`src/rtl/fp_add_sub_pipe.sv`:
```
// Four-stage pipelined IEEE-754 adder/subtractor with four rounding modes,
// special-value handling, per-result exception flags and valid/ready flow control.
//
// Flow control: adv = !out_valid | out_ready, and in_ready = adv. An operation
// transfers in on in_valid & in_ready and a result transfers out on
// out_valid & out_ready. Every stage register, bubbles included, moves only
// when adv is high, so a stalled consumer freezes the whole pipe and keeps
// result/flags stable.
module fp_add_sub_pipe #(
  parameter int  EXP_BITS  = 8,
  parameter int  MANT_BITS = 23,
  localparam int WIDTH     = 1 + EXP_BITS + MANT_BITS
) (
  input  logic             clk,
  input  logic             rst,
  input  logic             in_valid,
  output logic             in_ready,
  input  logic [WIDTH-1:0] a,
  input  logic [WIDTH-1:0] b,
  input  logic             operation_select,
  input  logic [1:0]       round_mode,
  output logic             out_valid,
  input  logic             out_ready,
  output logic [WIDTH-1:0] result,
  output logic [3:0]       flags
);

  // Aligned mantissa is {hidden, frac, G, R, S}.
  localparam int MW  = MANT_BITS + 4;
  localparam int LZW = $clog2(MW + 1);
  localparam int EW  = EXP_BITS + 2;

  localparam logic [EXP_BITS-1:0] EXP_ONES = '1;
  localparam logic [EXP_BITS-1:0] EXP_MAXF = EXP_ONES - 1'b1;
  localparam logic [EXP_BITS-1:0] D_MAX    = EXP_BITS'(MW - 1);
  localparam logic [WIDTH-1:0]    QNAN     = {1'b0, EXP_ONES, 1'b1, {(MANT_BITS-1){1'b0}}};

  localparam logic [1:0] RM_RNE = 2'b00;
  localparam logic [1:0] RM_RTZ = 2'b01;
  localparam logic [1:0] RM_RDN = 2'b10;
  localparam logic [1:0] RM_RUP = 2'b11;

  function automatic logic [LZW-1:0] count_lz(input logic [MW-1:0] v);
    logic [LZW-1:0] n;
    logic           found;
    n     = '0;
    found = 1'b0;
    for (int i = MW - 1; i >= 0; i--) begin
      if (!found) begin
        if (v[i]) found = 1'b1;
        else      n = n + LZW'(1);
      end
    end
    return n;
  endfunction

  logic adv;
  assign adv      = !out_valid || out_ready;
  assign in_ready = adv;

  // ---------------------------------------------------------------- S1
  logic                sa, sb_eff;
  logic [EXP_BITS-1:0] ea, eb;
  logic [MANT_BITS-1:0] fa, fb;

  assign sa     = a[WIDTH-1];
  assign sb_eff = b[WIDTH-1] ^ operation_select;
  assign ea     = a[WIDTH-2:MANT_BITS];
  assign eb     = b[WIDTH-2:MANT_BITS];
  assign fa     = a[MANT_BITS-1:0];
  assign fb     = b[MANT_BITS-1:0];

  logic                 a_nan, b_nan, a_snan, b_snan, a_inf, b_inf, a_ge;
  logic [MANT_BITS:0]   ma, mb;
  logic                 sx_d, sy_d, spec_d;
  logic [EXP_BITS-1:0]  ex_d, ey_d, d_d;
  logic [MANT_BITS:0]   mx_d, my_d;
  logic [WIDTH-1:0]     spec_res_d;
  logic [3:0]           spec_flags_d;

  // Classify operands, flush subnormals, order by magnitude, resolve specials.
  always_comb begin
    a_nan  = (ea == EXP_ONES) && (fa != '0);
    b_nan  = (eb == EXP_ONES) && (fb != '0);
    a_snan = a_nan && !fa[MANT_BITS-1];
    b_snan = b_nan && !fb[MANT_BITS-1];
    a_inf  = (ea == EXP_ONES) && (fa == '0);
    b_inf  = (eb == EXP_ONES) && (fb == '0);
    ma     = (ea == '0) ? '0 : {1'b1, fa};
    mb     = (eb == '0) ? '0 : {1'b1, fb};
    a_ge   = {ea, ma} >= {eb, mb};
    if (a_ge) begin
      sx_d = sa;     ex_d = ea; mx_d = ma;
      sy_d = sb_eff; ey_d = eb; my_d = mb;
    end else begin
      sx_d = sb_eff; ex_d = eb; mx_d = mb;
      sy_d = sa;     ey_d = ea; my_d = ma;
    end
    d_d          = ex_d - ey_d;
    spec_d       = 1'b0;
    spec_res_d   = '0;
    spec_flags_d = 4'b0000;
    if (a_nan || b_nan) begin
      spec_d       = 1'b1;
      spec_res_d   = QNAN;
      spec_flags_d = {a_snan || b_snan, 3'b000};
    end else if (a_inf && b_inf && (sa != sb_eff)) begin
      spec_d       = 1'b1;
      spec_res_d   = QNAN;
      spec_flags_d = 4'b1000;
    end else if (a_inf) begin
      spec_d     = 1'b1;
      spec_res_d = {sa, EXP_ONES, {MANT_BITS{1'b0}}};
    end else if (b_inf) begin
      spec_d     = 1'b1;
      spec_res_d = {sb_eff, EXP_ONES, {MANT_BITS{1'b0}}};
    end
  end

  logic                s1_v, s1_sx, s1_sy, s1_spec;
  logic [1:0]          s1_rm;
  logic [EXP_BITS-1:0] s1_ex, s1_d;
  logic [MANT_BITS:0]  s1_mx, s1_my;
  logic [WIDTH-1:0]    s1_spec_res;
  logic [3:0]          s1_spec_flags;

  // S1 register: unpacked, swapped operands.
  always_ff @(posedge clk) begin
    if (rst) begin
      s1_v <= 1'b0;
    end else if (adv) begin
      s1_v          <= in_valid;
      s1_rm         <= round_mode;
      s1_sx         <= sx_d;
      s1_sy         <= sy_d;
      s1_ex         <= ex_d;
      s1_mx         <= mx_d;
      s1_my         <= my_d;
      s1_d          <= d_d;
      s1_spec       <= spec_d;
      s1_spec_res   <= spec_res_d;
      s1_spec_flags <= spec_flags_d;
    end
  end

  // ---------------------------------------------------------------- S2
  logic [MW-1:0] y_ext, y_al;
  logic          lost;

  // Right-align the smaller operand, folding shifted-out bits into sticky.
  always_comb begin
    y_ext = {s1_my, 3'b000};
    y_al  = '0;
    lost  = 1'b0;
    if (s1_d >= D_MAX) begin
      y_al = {{(MW-1){1'b0}}, |s1_my};
    end else begin
      lost = |(y_ext & ~({MW{1'b1}} << s1_d));
      y_al = (y_ext >> s1_d) | {{(MW-1){1'b0}}, lost};
    end
  end

  logic                s2_v, s2_sx, s2_same, s2_spec;
  logic [1:0]          s2_rm;
  logic [EXP_BITS-1:0] s2_ex;
  logic [MW-1:0]       s2_x, s2_y;
  logic [WIDTH-1:0]    s2_spec_res;
  logic [3:0]          s2_spec_flags;

  // S2 register: aligned mantissas.
  always_ff @(posedge clk) begin
    if (rst) begin
      s2_v <= 1'b0;
    end else if (adv) begin
      s2_v          <= s1_v;
      s2_rm         <= s1_rm;
      s2_sx         <= s1_sx;
      s2_same       <= (s1_sx == s1_sy);
      s2_ex         <= s1_ex;
      s2_x          <= {s1_mx, 3'b000};
      s2_y          <= y_al;
      s2_spec       <= s1_spec;
      s2_spec_res   <= s1_spec_res;
      s2_spec_flags <= s1_spec_flags;
    end
  end

  // ---------------------------------------------------------------- S3
  logic [MW:0]    sum_d;
  logic [LZW-1:0] lzc_d;

  // Magnitude add or subtract; X >= Y so the difference is never negative.
  always_comb begin
    if (s2_same) sum_d = {1'b0, s2_x} + {1'b0, s2_y};
    else         sum_d = {1'b0, s2_x} - {1'b0, s2_y};
    lzc_d = count_lz(sum_d[MW-1:0]);
  end

  logic                s3_v, s3_sx, s3_same, s3_spec;
  logic [1:0]          s3_rm;
  logic [EXP_BITS-1:0] s3_ex;
  logic [MW:0]         s3_sum;
  logic [LZW-1:0]      s3_lzc;
  logic [WIDTH-1:0]    s3_spec_res;
  logic [3:0]          s3_spec_flags;

  // S3 register: raw sum and its leading-zero count.
  always_ff @(posedge clk) begin
    if (rst) begin
      s3_v <= 1'b0;
    end else if (adv) begin
      s3_v          <= s2_v;
      s3_rm         <= s2_rm;
      s3_sx         <= s2_sx;
      s3_same       <= s2_same;
      s3_ex         <= s2_ex;
      s3_sum        <= sum_d;
      s3_lzc        <= lzc_d;
      s3_spec       <= s2_spec;
      s3_spec_res   <= s2_spec_res;
      s3_spec_flags <= s2_spec_flags;
    end
  end

  // ---------------------------------------------------------------- S4
  logic [EW-1:0]        exp_w, exp_n, exp_r;
  logic [MW-1:0]        norm;
  logic [MANT_BITS:0]   mant;
  logic [MANT_BITS+1:0] mant_r;
  logic [MANT_BITS-1:0] frac_r;
  logic                 g, r, st, up, zero_sign;
  logic [WIDTH-1:0]     res_d, inf_res, max_res;
  logic [3:0]           flags_d;

  // Normalise, round, detect overflow/underflow and pack.
  always_comb begin
    exp_w = {2'b00, s3_ex};
    if (s3_sum[MW]) begin
      norm  = s3_sum[MW:1] | {{(MW-1){1'b0}}, s3_sum[0]};
      exp_n = exp_w + EW'(1);
    end else begin
      norm  = s3_sum[MW-1:0] << s3_lzc;
      exp_n = exp_w - EW'(s3_lzc);
    end
    mant = norm[MW-1:3];
    g    = norm[2];
    r    = norm[1];
    st   = norm[0];
    case (s3_rm)
      RM_RNE:  up = g && (r || st || mant[0]);
      RM_RTZ:  up = 1'b0;
      RM_RDN:  up = s3_sx && (g || r || st);
      RM_RUP:  up = !s3_sx && (g || r || st);
      default: up = 1'b0;
    endcase
    mant_r    = {1'b0, mant} + {{(MANT_BITS+1){1'b0}}, up};
    exp_r     = exp_n + {{(EW-1){1'b0}}, mant_r[MANT_BITS+1]};
    frac_r    = mant_r[MANT_BITS+1] ? mant_r[MANT_BITS:1] : mant_r[MANT_BITS-1:0];
    inf_res   = {s3_sx, EXP_ONES, {MANT_BITS{1'b0}}};
    max_res   = {s3_sx, EXP_MAXF, {MANT_BITS{1'b1}}};
    zero_sign = s3_same ? s3_sx : (s3_rm == RM_RDN);
    res_d     = '0;
    flags_d   = 4'b0000;
    if (s3_spec) begin
      res_d   = s3_spec_res;
      flags_d = s3_spec_flags;
    end else if (s3_sum == '0) begin
      res_d = {zero_sign, {(WIDTH-1){1'b0}}};
    end else if (exp_n[EW-1] || (exp_n == '0)) begin
      res_d   = {s3_sx, {(WIDTH-1){1'b0}}};
      flags_d = 4'b0011;
    end else if (exp_r >= {2'b00, EXP_ONES}) begin
      flags_d = 4'b0101;
      case (s3_rm)
        RM_RNE:  res_d = inf_res;
        RM_RTZ:  res_d = max_res;
        RM_RDN:  res_d = s3_sx ? inf_res : max_res;
        default: res_d = s3_sx ? max_res : inf_res;
      endcase
    end else begin
      res_d   = {s3_sx, exp_r[EXP_BITS-1:0], frac_r};
      flags_d = {3'b000, g || r || st};
    end
  end

  // Output register: holds while the consumer stalls.
  always_ff @(posedge clk) begin
    if (rst) begin
      out_valid <= 1'b0;
      result    <= '0;
      flags     <= 4'b0000;
    end else if (adv) begin
      out_valid <= s3_v;
      if (s3_v) begin
        result <= res_d;
        flags  <= flags_d;
      end
    end
  end

endmodule

```
`config.mk`:
```
export PLATFORM = sky130hd
export DESIGN_NAME = fp_add_sub_pipe
export DESIGN_NICKNAME = d
export VERILOG_FILES = /design/src/rtl/fp_add_sub_pipe.sv
export SDC_FILE = /design/constraint.sdc
export NUM_CORES = 1
export LEC_CHECK = 0
export ABC_CLOCK_PERIOD_IN_PS = 17700
export CORE_MARGIN = 2
export CORE_UTILIZATION = 55
export CTS_CLUSTER_DIAMETER = 30
export CTS_CLUSTER_SIZE = 12
export DETAILED_ROUTE_END_ITERATION = 8
export PLACE_DENSITY = 0.85
export SLEW_MARGIN = 30
export SYNTH_ARGS = -nofsm -noshare
export SYNTH_HDL_FRONTEND = slang
export SYNTH_SLANG_ARGS = --single-unit
```
`constraint.sdc`:
```
create_clock -name clk -period 17.7 [get_ports clk]
set_input_delay 5.31 -clock clk [delete_from_list [all_inputs] [get_ports clk]]
set_output_delay 5.31 -clock clk [all_outputs]
set_load 0.02 [all_outputs]
```
==> results.sh, run 1 <==
export IMPL_outcome="finished, final reports clean"
export IMPL_critPathKind="reg2reg"
export IMPL_core_sq_um=36350
export IMPL_slew_headroom_pct=37.44
export IMPL_insertion_delay_ps=580
export IMPL_reg2reg_depth=71
export IMPL_gp_congestion=0.9679
export IMPL_vias=19149
export IMPL_yosysSeqAreaShare_pct=32.04
export IMPL_whs_path_depth=0
export IMPL_die_w_um=195.3
export IMPL_synth_async_reset_ratio_pct=0
export IMPL_holdBufCountCts=0
export IMPL_cts_tree="built"
export IMPL_stdcell_count=2941
export IMPL_wl_per_cell_um=20.63
export IMPL_crit_family="compound AO/OA/AOI/OAI gates"
export IMPL_synth_top_cell_area_share_pct=28.06
export IMPL_syn_avg_cell_area_sq_um=8.443
export IMPL_synthesis_nets=2572
export IMPL_p_leak_nw=9.050
export IMPL_synth_seq_cells=228
export IMPL_hold_viol=0
export IMPL_slowest_delay_ps=710
export IMPL_clk_pin_slew_ps=60
export IMPL_first_iter_violations=1992
export IMPL_crit_required_ps=18010
export IMPL_dp_hpwl_um=45440
export IMPL_die_area_sq_um=38130
export IMPL_cts_resized=0
export IMPL_fmax_ghz=0.06593
export IMPL_drt_pass1_iterations=7
export IMPL_grt_pass1_vias=18024
export IMPL_track_usage_pct=31.06
export IMPL_grt_max_degree=189
export IMPL_postCtsSetupBuffers=0
export IMPL_drive_gt1_share_pct=8.532
export IMPL_cts_root_buf="clkbuf_16"
export IMPL_ios=109
export IMPL_ys_warn_count=0
export IMPL_min_period_over_period_pct=85.69
export IMPL_rsz0062_at_grt="false"
export IMPL_antenna_cells=0
export IMPL_antenna_found_initial=0
export IMPL_critPathBufInv=2
export IMPL_ys_top_cells_by_count="nand2_1, nor2_1, edfxtp_1"
export IMPL_finalClockSkew_ps=65.70
export IMPL_overflow=0
export IMPL_worst_path_max_delay_cell="o311ai_0"
export IMPL_drcViolationCount=0
export IMPL_initial_utilization_pct=55.35
export IMPL_finalMaxSlewViolations=0
export IMPL_maxCapViolCount=0
export IMPL_grt_pass1_wl_um=95420
export IMPL_wl_um=60670
export IMPL_dp_cells=2854
export IMPL_synth_most_common_cell="nand2_1"
export IMPL_setup_tns_ps=0
export IMPL_worst_path_stages=71
export IMPL_final_fill_count=3003
export IMPL_finalSetupViolations=0
export IMPL_portBuffers=108
export IMPL_hold_ws_ps=376.3
export IMPL_period_needed_ps=15170
export IMPL_vias_per_cell=6.511
export IMPL_timing_final_ws_setup_ps=2533
export IMPL_syn_inst=2383
export IMPL_end_kind="register"
export IMPL_syn_cell_area_sq_um=20120
export IMPL_hp_class="reg2reg"
export IMPL_ir_drop_mv=0.08218
export IMPL_dp_slack_ps=2900
export IMPL_worstMarginPinSlew_ps=931.8
export IMPL_crit_arrival_ps=15470
export IMPL_cts_max_path_buffers=3
export IMPL_power_density_nw_per_um2=104.7
export IMPL_crit_fanout=5
export IMPL_ant_nets=0
export IMPL_layout_nets=2625
export IMPL_crit_path_frequent_cell="ha_1"
export IMPL_clock_sinks=228
export IMPL_synth_edff_count=188
export IMPL_synth_area_leaders="edfxtp_1, ha_1, nand2_1"
export IMPL_rows=70
export IMPL_yosysUniqueCellTypes=96
export IMPL_numCtsBuffers=47
export IMPL_cts_max_level=2
export IMPL_crit_path_start_kind="register"
export IMPL_yosys_area_top_type="edfxtp_1"
export IMPL_synthFlopType="edfxtp_1"
export IMPL_die_h_um=195.3
export IMPL_syn2layout_area_growth_pct=15.11
cell type report:
class	count	area (sq um)	share of cell area, %
clock buffer	51	1211	5.230
multi-input combinational	1889	12690	54.80
tap	468	585.6	2.528
clock inverter	35	427.9	1.848
sequential	228	6446	27.84
inverter	142	533.0	2.302
timing repair buffer	128	1264	5.457
kinds of logic (layout without fill, tap and decap cells):
| family | Yosys count | count (layout) | synth area share (%) |
|---|---|---|---|
| AOI/OAI and AO/OA | 678 | 678 | 22.03 |
| adders and majority gates | 118 | 118 | 7.413 |
| xor gates and xnor gates | 103 | 103 | 4.869 |
| and+or+nand+nor | 869 | 869 | 20.73 |
| buffers and inverters | 266 | 356 | 5.019 |
| DFF | 228 | 228 | 32.04 |
| muxes | 121 | 121 | 7.898 |
power breakdown:
group	internal [mW]	total, mW	switching, mW
sequential	0.641	0.690	0.0491
combinational	0.315	0.848	0.533
clock	0.569	0.887	0.318
cell usage in the layout, fill, tap and decap left out, types with 18 or more instances in the layout:
cell type,Yosys,layout
and3_1,22,22
clkbuf_16,0,47
dfxtp_1,40,40
inv_1,136,136
o22ai_1,24,24
a21oi_1,155,155
xnor2_1,64,64
o211ai_1,19,19
nand4_1,27,27
mux2i_1,62,62
mux2_2,32,32
nand2_1,247,246
edfxtp_1,188,188
or3_1,20,20
ha_1,116,116
nor4_1,42,42
nor2_1,230,230
a22oi_1,19,19
buf_4,0,18
nand3_1,98,98
and2_1,22,22
clkdlybuf4s50_1,0,108
a21o_1,35,35
a211oi_1,46,46
a31oi_1,29,29
nor2b_1,32,31
nand2b_1,24,24
nor3_1,47,47
o21ai_0,180,180
xor2_1,33,33
mux4_2,27,27
layer usage:
metal	vias to the layer above	GRT usage [%]	wire length [um]
met3	157	3.437	4364
met5	-	0	0
met1	9044	40.02	24720
met2	975	53.96	29350
li1	8973	-	-
met4	0	11.56	2232
path summary, 6_finish.rpt:
kind	from	end	slack, ps
hold / removal	s1_mx[4]$_DFFE_PP_	s2_x[7]$_DFFE_PP_	380
hold reg to reg	s1_mx[4]$_DFFE_PP_	s2_x[7]$_DFFE_PP_	380
setup reg to reg	s2_x[4]$_DFFE_PP_	s3_lzc[4]$_DFFE_PP_	2530
setup / recovery	s2_x[4]$_DFFE_PP_	s3_lzc[4]$_DFFE_PP_	2530
sequential cells by signal, indices dropped and copies added, names as in the netlist, 2 cells and up:
register     flops
flags            4
s3_sum          28
s2_ex            8
s2_rm            2
s1_d             8
s3_ex            8
s3_spec_res      3
s3_rm            2
s1_spec_res      3
s1_my           24
result          32
s1_ex            8
s2_x            24
s2_spec_res      3
s1_rm            2
s2_y            27
s1_mx           24
s3_lzc           5
worst reg2reg max path, delay by kind of cell (launching register included):
| kind | cells | cell delay [ps] |
|---|---|---|
| buffers and inverters | 2 | 230 |
| muxes | 3 | 410 |
| adders and majority gates | 12 | 3660 |
| xor gates and xnor gates | 3 | 770 |
| and+or+nand+nor | 20 | 2710 |
| AOI/OAI and AO/OA | 31 | 6640 |
| DFF | 1 | 450 |
metrics by stage:
step	utilization, %	area, sq um	power, mW
after CTS	63.63	23130	2.411
after global placement	59.12	21490	1.504
after global routing	63.71	23160	2.546
after floorplan	-	20120	1.293
after detailed placement	59.12	21490	1.517
final	63.71	23160	2.424
(Power assumes the default switching activity.)
==> run 2: changes to the inputs <==
Settings changed: SKIP_CTS_REPAIR_TIMING from default to 1.
==> results of run 2 <==
Final layout, timing and power as in run 1 (identical DEF).
==> run 3: changes to the inputs <==
Settings changed: TNS_END_PERCENT from default to 100.
==> results of run 3 <==
Final layout, timing and power as in run 1 (identical DEF).
